[src/rtl/mem_arbiter_pkg.sv]
// mem_arbiter_pkg: FSM state type, grant-select encoding and starve counter sizing
// shared by mem_arbiter and arb_starve_counter.
package mem_arbiter_pkg;

  typedef enum logic [1:0] {
    IDLE = 2'd0,
    IBUS = 2'd1,
    DBUS = 2'd2,
    RESP = 2'd3
  } arb_state_t;

  localparam logic GNT_INST = 1'b0;
  localparam logic GNT_DATA = 1'b1;

  // Width needed to hold 0..limit inclusive
  function automatic int starve_cnt_width(input int limit);
    return $clog2(limit + 1);
  endfunction

endpackage

[src/rtl/mem_arbiter_starve_counter.sv]
// arb_starve_counter: counts data grants that bypassed a waiting instruction
// fetch. Saturates at LIMIT and clears on any instruction grant. Only
// instantiated when MEM_ARBITER_STARVE_GUARD_EN is defined.
module arb_starve_counter
  import mem_arbiter_pkg::*;
#(
  parameter int LIMIT = 4
) (
  input  logic clk_sys,
  input  logic rst,
  input  logic inst_grant,
  input  logic data_grant_waiting,
  output logic at_limit
);

  localparam int                   CNT_WIDTH = starve_cnt_width(LIMIT);
  localparam logic [CNT_WIDTH-1:0] CNT_MAX   = CNT_WIDTH'(LIMIT);

  logic [CNT_WIDTH-1:0] cnt;

  // Saturating count of bypassing data grants; an instruction grant restarts it
  always_ff @(posedge clk_sys) begin
    if (rst) begin
      cnt <= '0;
    end else if (inst_grant) begin
      cnt <= '0;
    end else if (data_grant_waiting && (cnt != CNT_MAX)) begin
      cnt <= cnt + 1'b1;
    end
  end

  assign at_limit = (cnt == CNT_MAX);

endmodule

[src/rtl/mem_arbiter.sv]
// mem_arbiter: arbitrates an instruction-fetch port and a data port onto a
// single memory port with one access outstanding. Data has priority; the
// optional starvation guard (macro MEM_ARBITER_STARVE_GUARD_EN) hands the
// port to a waiting instruction fetch after STARVE_LIMIT bypassing data grants.
// Every output is a register; requests are only looked at in IDLE.
module mem_arbiter
  import mem_arbiter_pkg::*;
#(
  parameter int DATA_WIDTH   = 32,
  parameter int ADDR_WIDTH   = 32,
  parameter int STARVE_LIMIT = 4
) (
  input  logic                    i_clk,
  input  logic                    i_rst,
  input  logic                    i_inst_req,
  input  logic [ADDR_WIDTH-1:0]   i_inst_addr,
  output logic [DATA_WIDTH-1:0]   o_inst_rdata,
  output logic                    o_inst_ack,
  input  logic                    i_data_req,
  input  logic                    i_data_we,
  input  logic [ADDR_WIDTH-1:0]   i_data_addr,
  input  logic [DATA_WIDTH-1:0]   i_data_wdata,
  input  logic [DATA_WIDTH/8-1:0] i_data_be,
  output logic [DATA_WIDTH-1:0]   o_data_rdata,
  output logic                    o_data_ack,
  output logic                    o_mem_req,
  output logic                    o_mem_we,
  output logic [ADDR_WIDTH-1:0]   o_mem_addr,
  output logic [DATA_WIDTH-1:0]   o_mem_wdata,
  output logic [DATA_WIDTH/8-1:0] o_mem_be,
  input  logic [DATA_WIDTH-1:0]   i_mem_rdata,
  input  logic                    i_mem_ack
);

  localparam int BE_WIDTH = DATA_WIDTH / 8;

  if (STARVE_LIMIT < 1) begin : g_bad_limit
    $error("mem_arbiter: STARVE_LIMIT must be at least 1");
  end

  arb_state_t            state, state_nxt;
  logic                  mem_req_nxt, mem_we_nxt;
  logic [ADDR_WIDTH-1:0] mem_addr_nxt;
  logic [DATA_WIDTH-1:0] mem_wdata_nxt;
  logic [BE_WIDTH-1:0]   mem_be_nxt;
  logic                  inst_ack_nxt, data_ack_nxt;
  logic [DATA_WIDTH-1:0] inst_rdata_nxt, data_rdata_nxt;
  logic                  starve_hit;
  logic                  gnt_sel;

  // Data wins a tie unless the guard says the fetch has waited long enough
  assign gnt_sel = (i_inst_req && (!i_data_req || starve_hit)) ? GNT_INST : GNT_DATA;

`ifdef MEM_ARBITER_STARVE_GUARD_EN
  logic inst_grant, data_grant_waiting;

  assign inst_grant         = (state == IDLE) && i_inst_req && (gnt_sel == GNT_INST);
  assign data_grant_waiting = (state == IDLE) && i_data_req && i_inst_req && (gnt_sel == GNT_DATA);

  arb_starve_counter #(
    .LIMIT (STARVE_LIMIT)
  ) u_starve_counter (
    .clk_sys            (i_clk),
    .rst                (i_rst),
    .inst_grant         (inst_grant),
    .data_grant_waiting (data_grant_waiting),
    .at_limit           (starve_hit)
  );
`else
  assign starve_hit = 1'b0;
`endif

  // Next state and next values of all registered outputs
  always_comb begin
    state_nxt      = state;
    mem_req_nxt    = o_mem_req;
    mem_we_nxt     = o_mem_we;
    mem_addr_nxt   = o_mem_addr;
    mem_wdata_nxt  = o_mem_wdata;
    mem_be_nxt     = o_mem_be;
    inst_ack_nxt   = 1'b0;
    data_ack_nxt   = 1'b0;
    inst_rdata_nxt = o_inst_rdata;
    data_rdata_nxt = o_data_rdata;
    case (state)
      IDLE: begin
        if (i_inst_req || i_data_req) begin
          mem_req_nxt = 1'b1;
          if (gnt_sel == GNT_INST) begin
            state_nxt     = IBUS;
            mem_we_nxt    = 1'b0;
            mem_addr_nxt  = i_inst_addr;
            mem_wdata_nxt = '0;
            mem_be_nxt    = '1;
          end else begin
            state_nxt     = DBUS;
            mem_we_nxt    = i_data_we;
            mem_addr_nxt  = i_data_addr;
            mem_wdata_nxt = i_data_wdata;
            mem_be_nxt    = i_data_be;
          end
        end
      end
      IBUS: begin
        if (i_mem_ack) begin
          state_nxt      = RESP;
          mem_req_nxt    = 1'b0;
          inst_ack_nxt   = 1'b1;
          inst_rdata_nxt = i_mem_rdata;
        end
      end
      DBUS: begin
        if (i_mem_ack) begin
          state_nxt    = RESP;
          mem_req_nxt  = 1'b0;
          data_ack_nxt = 1'b1;
          // Write completions return no data; keep the last read value
          if (!o_mem_we) begin
            data_rdata_nxt = i_mem_rdata;
          end
        end
      end
      RESP: begin
        state_nxt = IDLE;
      end
      default: begin
        state_nxt = IDLE;
      end
    endcase
  end

  // State register and output registers with synchronous reset
  always_ff @(posedge i_clk) begin
    if (i_rst) begin
      state        <= IDLE;
      o_mem_req    <= 1'b0;
      o_mem_we     <= 1'b0;
      o_mem_addr   <= '0;
      o_mem_wdata  <= '0;
      o_mem_be     <= '0;
      o_inst_ack   <= 1'b0;
      o_data_ack   <= 1'b0;
      o_inst_rdata <= '0;
      o_data_rdata <= '0;
    end else begin
      state        <= state_nxt;
      o_mem_req    <= mem_req_nxt;
      o_mem_we     <= mem_we_nxt;
      o_mem_addr   <= mem_addr_nxt;
      o_mem_wdata  <= mem_wdata_nxt;
      o_mem_be     <= mem_be_nxt;
      o_inst_ack   <= inst_ack_nxt;
      o_data_ack   <= data_ack_nxt;
      o_inst_rdata <= inst_rdata_nxt;
      o_data_rdata <= data_rdata_nxt;
    end
  end

endmodule

[config.mk]
export PLATFORM = sky130hd
export DESIGN_NAME = mem_arbiter
export DESIGN_NICKNAME = d
export VERILOG_FILES = /design/src/rtl/mem_arbiter_pkg.sv /design/src/rtl/mem_arbiter_starve_counter.sv /design/src/rtl/mem_arbiter.sv
export SDC_FILE = /design/constraint.sdc
export NUM_CORES = 1
export LEC_CHECK = 0
export ABC_AREA = 1
export CAP_MARGIN = 20
export CORE_AREA = 4 4 129 131
export DETAILED_ROUTE_END_ITERATION = 8
export DIE_AREA = 0 0 133 135
export GPL_ROUTABILITY_DRIVEN = 0
export GPL_TIMING_DRIVEN = 1
export PLACE_DENSITY = 0.72
export SETUP_SLACK_MARGIN = 0.2
export SLEW_MARGIN = 15
export SYNTH_ARGS = -nofsm -noshare
export SYNTH_HDL_FRONTEND = slang
export SYNTH_SLANG_ARGS = --single-unit
[constraint.sdc]
create_clock -name i_clk -period 3.3 [get_ports i_clk]
set_clock_uncertainty 0.2 [all_clocks]
set_input_delay 0.825 -clock i_clk [delete_from_list [all_inputs] [get_ports i_clk]]
set_output_delay 0.825 -clock i_clk [all_outputs]
set_load 0.02 [all_outputs]
==> results.md <==
* CP Data Arrival Time at 1.42 ns
* Worst-Margin Slew at 0.847 ns
* Final count of negative-setup-slack endpoints at 0
* Port Buffer Count at 273
* WP buf/inv at 1
* Pin count of the biggest net entering global routing at 71
* XOR/XNOR Fraction of Synth Area at 0
* First-pass GRT wire length at 26700 um
* DR pass1 iterations at 4
* HP Class: reg -> reg
* RSZ-0062 raised after global routing: false
* CTS H-tree depth at 4
* Tmin final at 2.44 ns
* Post CTS Setup Buffer Count at 0
* Post-CTS sizing at 0
* Design area at 0.00883 mm^2
* Share of cells above drive strength 1 at 0.0471
* Cell family with the largest share of critical-path delay: buffers and inverters
* Clock Root Buffer: clkbuf_16
* Critical Path Fanout Max at 3
* Max Freq at 0.409 GHz
* Most frequent cells in the layout: clkdlybuf4s50_1, nor2_1, dfxtp_1
* Total GRT Usage at 0.184
* Antenna violations before repair at 0
* # rows at 46
* Commonest non-fill, non-tap cell in the layout: clkdlybuf4s50_1
* Worst path slowest cell: clkdlybuf4s50_1
* Vias in the first global route at 5197
* Vias/cell at 4.46
* CP Class: reg -> out
* Slew HR at 0.434
* Placed cell count at 1180
* Leak pwr at 3.56 nW
* Netlist cell types at 18
* Cell Pwr Density at 798 mW/mm^2
* # nets final at 1127
* Avg WL per Cell at 14.1 um
* Post-Synth Simple-Gate Area at 0.233
* Mapped Cells at 728
* Post-route DRC at 0
* Peak VDD IR at 422 uV
* Post-CTS Hold Fix Bufs at 0
* WL final at 17100 um
* Syn avg cell area at 7.29 um^2
* Critical path data required time at 2.27 ns
* Synth warnings at 0
* CP Capture Type: output port
* Seq cells post-synth at 138
* Adder-cell area share of the yosys netlist at 0.0118
* Post-DP HPWL at 11800 um
* CTS tree: built
* Clock Latency Late Sink at 0.41 ns
* Initial Util at 0.340
* Setup TNS at 0 ns
* FF-to-FF path depth at 6
* CTS Buf Count at 17
* Final Hold Fails at 0
* CTS Buffer Depth at 2
* First DRT Iteration DRCs at 266
* Core ar. at 0.0156 mm^2
* Status: finished, final reports clean
* Vias at 5416
* Mapped Nets at 871
* Routed Antenna Nets at 0
* Critical path depth at 1
* Compound-gate portion of the synthesized area at 0.158
* Max capacitance violation total at 0
* Critical path startpoint category: register
* Sequential element share of the synthesized area at 0.521
* Final period util at 0.740
* Die Y at 135 um
* Boundary Pins at 274
* Worst-path clk slew at 0.06 ns
* Mux share of post-synthesis cell area at 0
* Post-Syn Area at 0.00531 mm^2
* Number of diodes at 0
* Worst-path cell chain: clkdlybuf4s50_1
* Total grt overflow at 0
* Pins Over Slew Limit at 0
* Hold path depth at 2
* Largest family of logic cells by synthesized area: simple AND/OR/NAND/NOR gates
* Die W at 133 um
* Number of clock sinks at 138
* DIE AREA at 0.0180 mm^2
* Layout Cells excl Fill at 1213
* Crit-path max cell delay at 0.64 ns
* Area growth syn-to-layout at 66.4%
* Placed instance area at 0.00816 mm^2
==> where the power goes <==
group / total, W / leakage [nW] / internal, W / switching [W]
Combinational: 0.00272 / 2.13 / 0.00117 / 0.00155
Clock: 0.00204 / 0.307 / 0.00133 / 0.000716
Sequential: 0.00227 / 1.13 / 0.00207 / 0.000201
==> Yosys cell counts, drive strengths merged <==
| cell | count | area, um^2 |
|---|---|---|
| a21oi | 65 | 325 |
| buf | 34 | 184 |
| clkbuf | 13 | 53.8 |
| dfxtp | 138 | 2760 |
| ha | 5 | 62.6 |
| inv | 45 | 169 |
| nand2 | 113 | 424 |
| nand3 | 1 | 5.00 |
| nand4 | 1 | 6.26 |
| nor2 | 211 | 802 |
| o21ai | 102 | 510 |
==> cell families after synthesis <==
logic type      Yosys count
simple gates            326
compound gates          167
flops                   138
buf+inv                  92
fa+ha+maj                 5
==> stage by stage <==
| stage | setup WS (ns) | power [W] | hold slack [ns] | utilization |
|---|---|---|---|---|
| 3_5_place_dp | 0.464 | 0.00502 | 0.252 | 0.523 |
| 4_1_cts | 0.833 | 0.00710 | 0.262 | 0.564 |
| 6_report | 0.857 | 0.00704 | 0.259 | 0.566 |
| 5_1_grt | 0.692 | 0.00746 | 0.274 | 0.566 |
| 2_1_floorplan | 1.50 | 0.00380 | 0.337 | - |
| 3_3_place_gp | 0.501 | 0.00500 | 0.248 | 0.523 |
==> state kept, by name, indices dropped and copies added (netlist names) <==
| signal | cells |
|---|---|
| o_data_ack | 1 |
| o_mem_we | 1 |
| o_mem_req | 1 |
| o_mem_addr | 32 |
| o_inst_rdata | 32 |
| o_data_rdata | 32 |
| o_inst_ack | 1 |
| state | 2 |
| o_mem_wdata | 32 |
| o_mem_be | 4 |
==> worst paths after layout <==
kind / slack, ns / start / endpoint
setup / recovery: 0.86 / o_mem_we / o_mem_we
hold / removal: 0.26 / o_mem_wdata[16] / o_mem_wdata[16]
setup reg to reg: 1.14 / state[0] / o_mem_addr[2]
hold reg to reg: 0.26 / o_mem_wdata[16] / o_mem_wdata[16]
==> area by class of cell <==
cell class,instances,area (um^2)
inverter,45,169
multi-input combinational,498,2150
fill,1464,6770
clock buffer,22,474
clock inverter,10,163
sequential,138,2760
timing repair buffer,284,2840
tap,216,270
==> routing by layer <==
metal  track usage  up-vias  share of wire
met2         0.303      172           0.48
li1              -     2803              -
met3        0.0537       37          0.064
met4        0.0883        0          0.032
met5             0        -              0
met1         0.222     2404           0.43
Power figures use the tool's default switching activity.
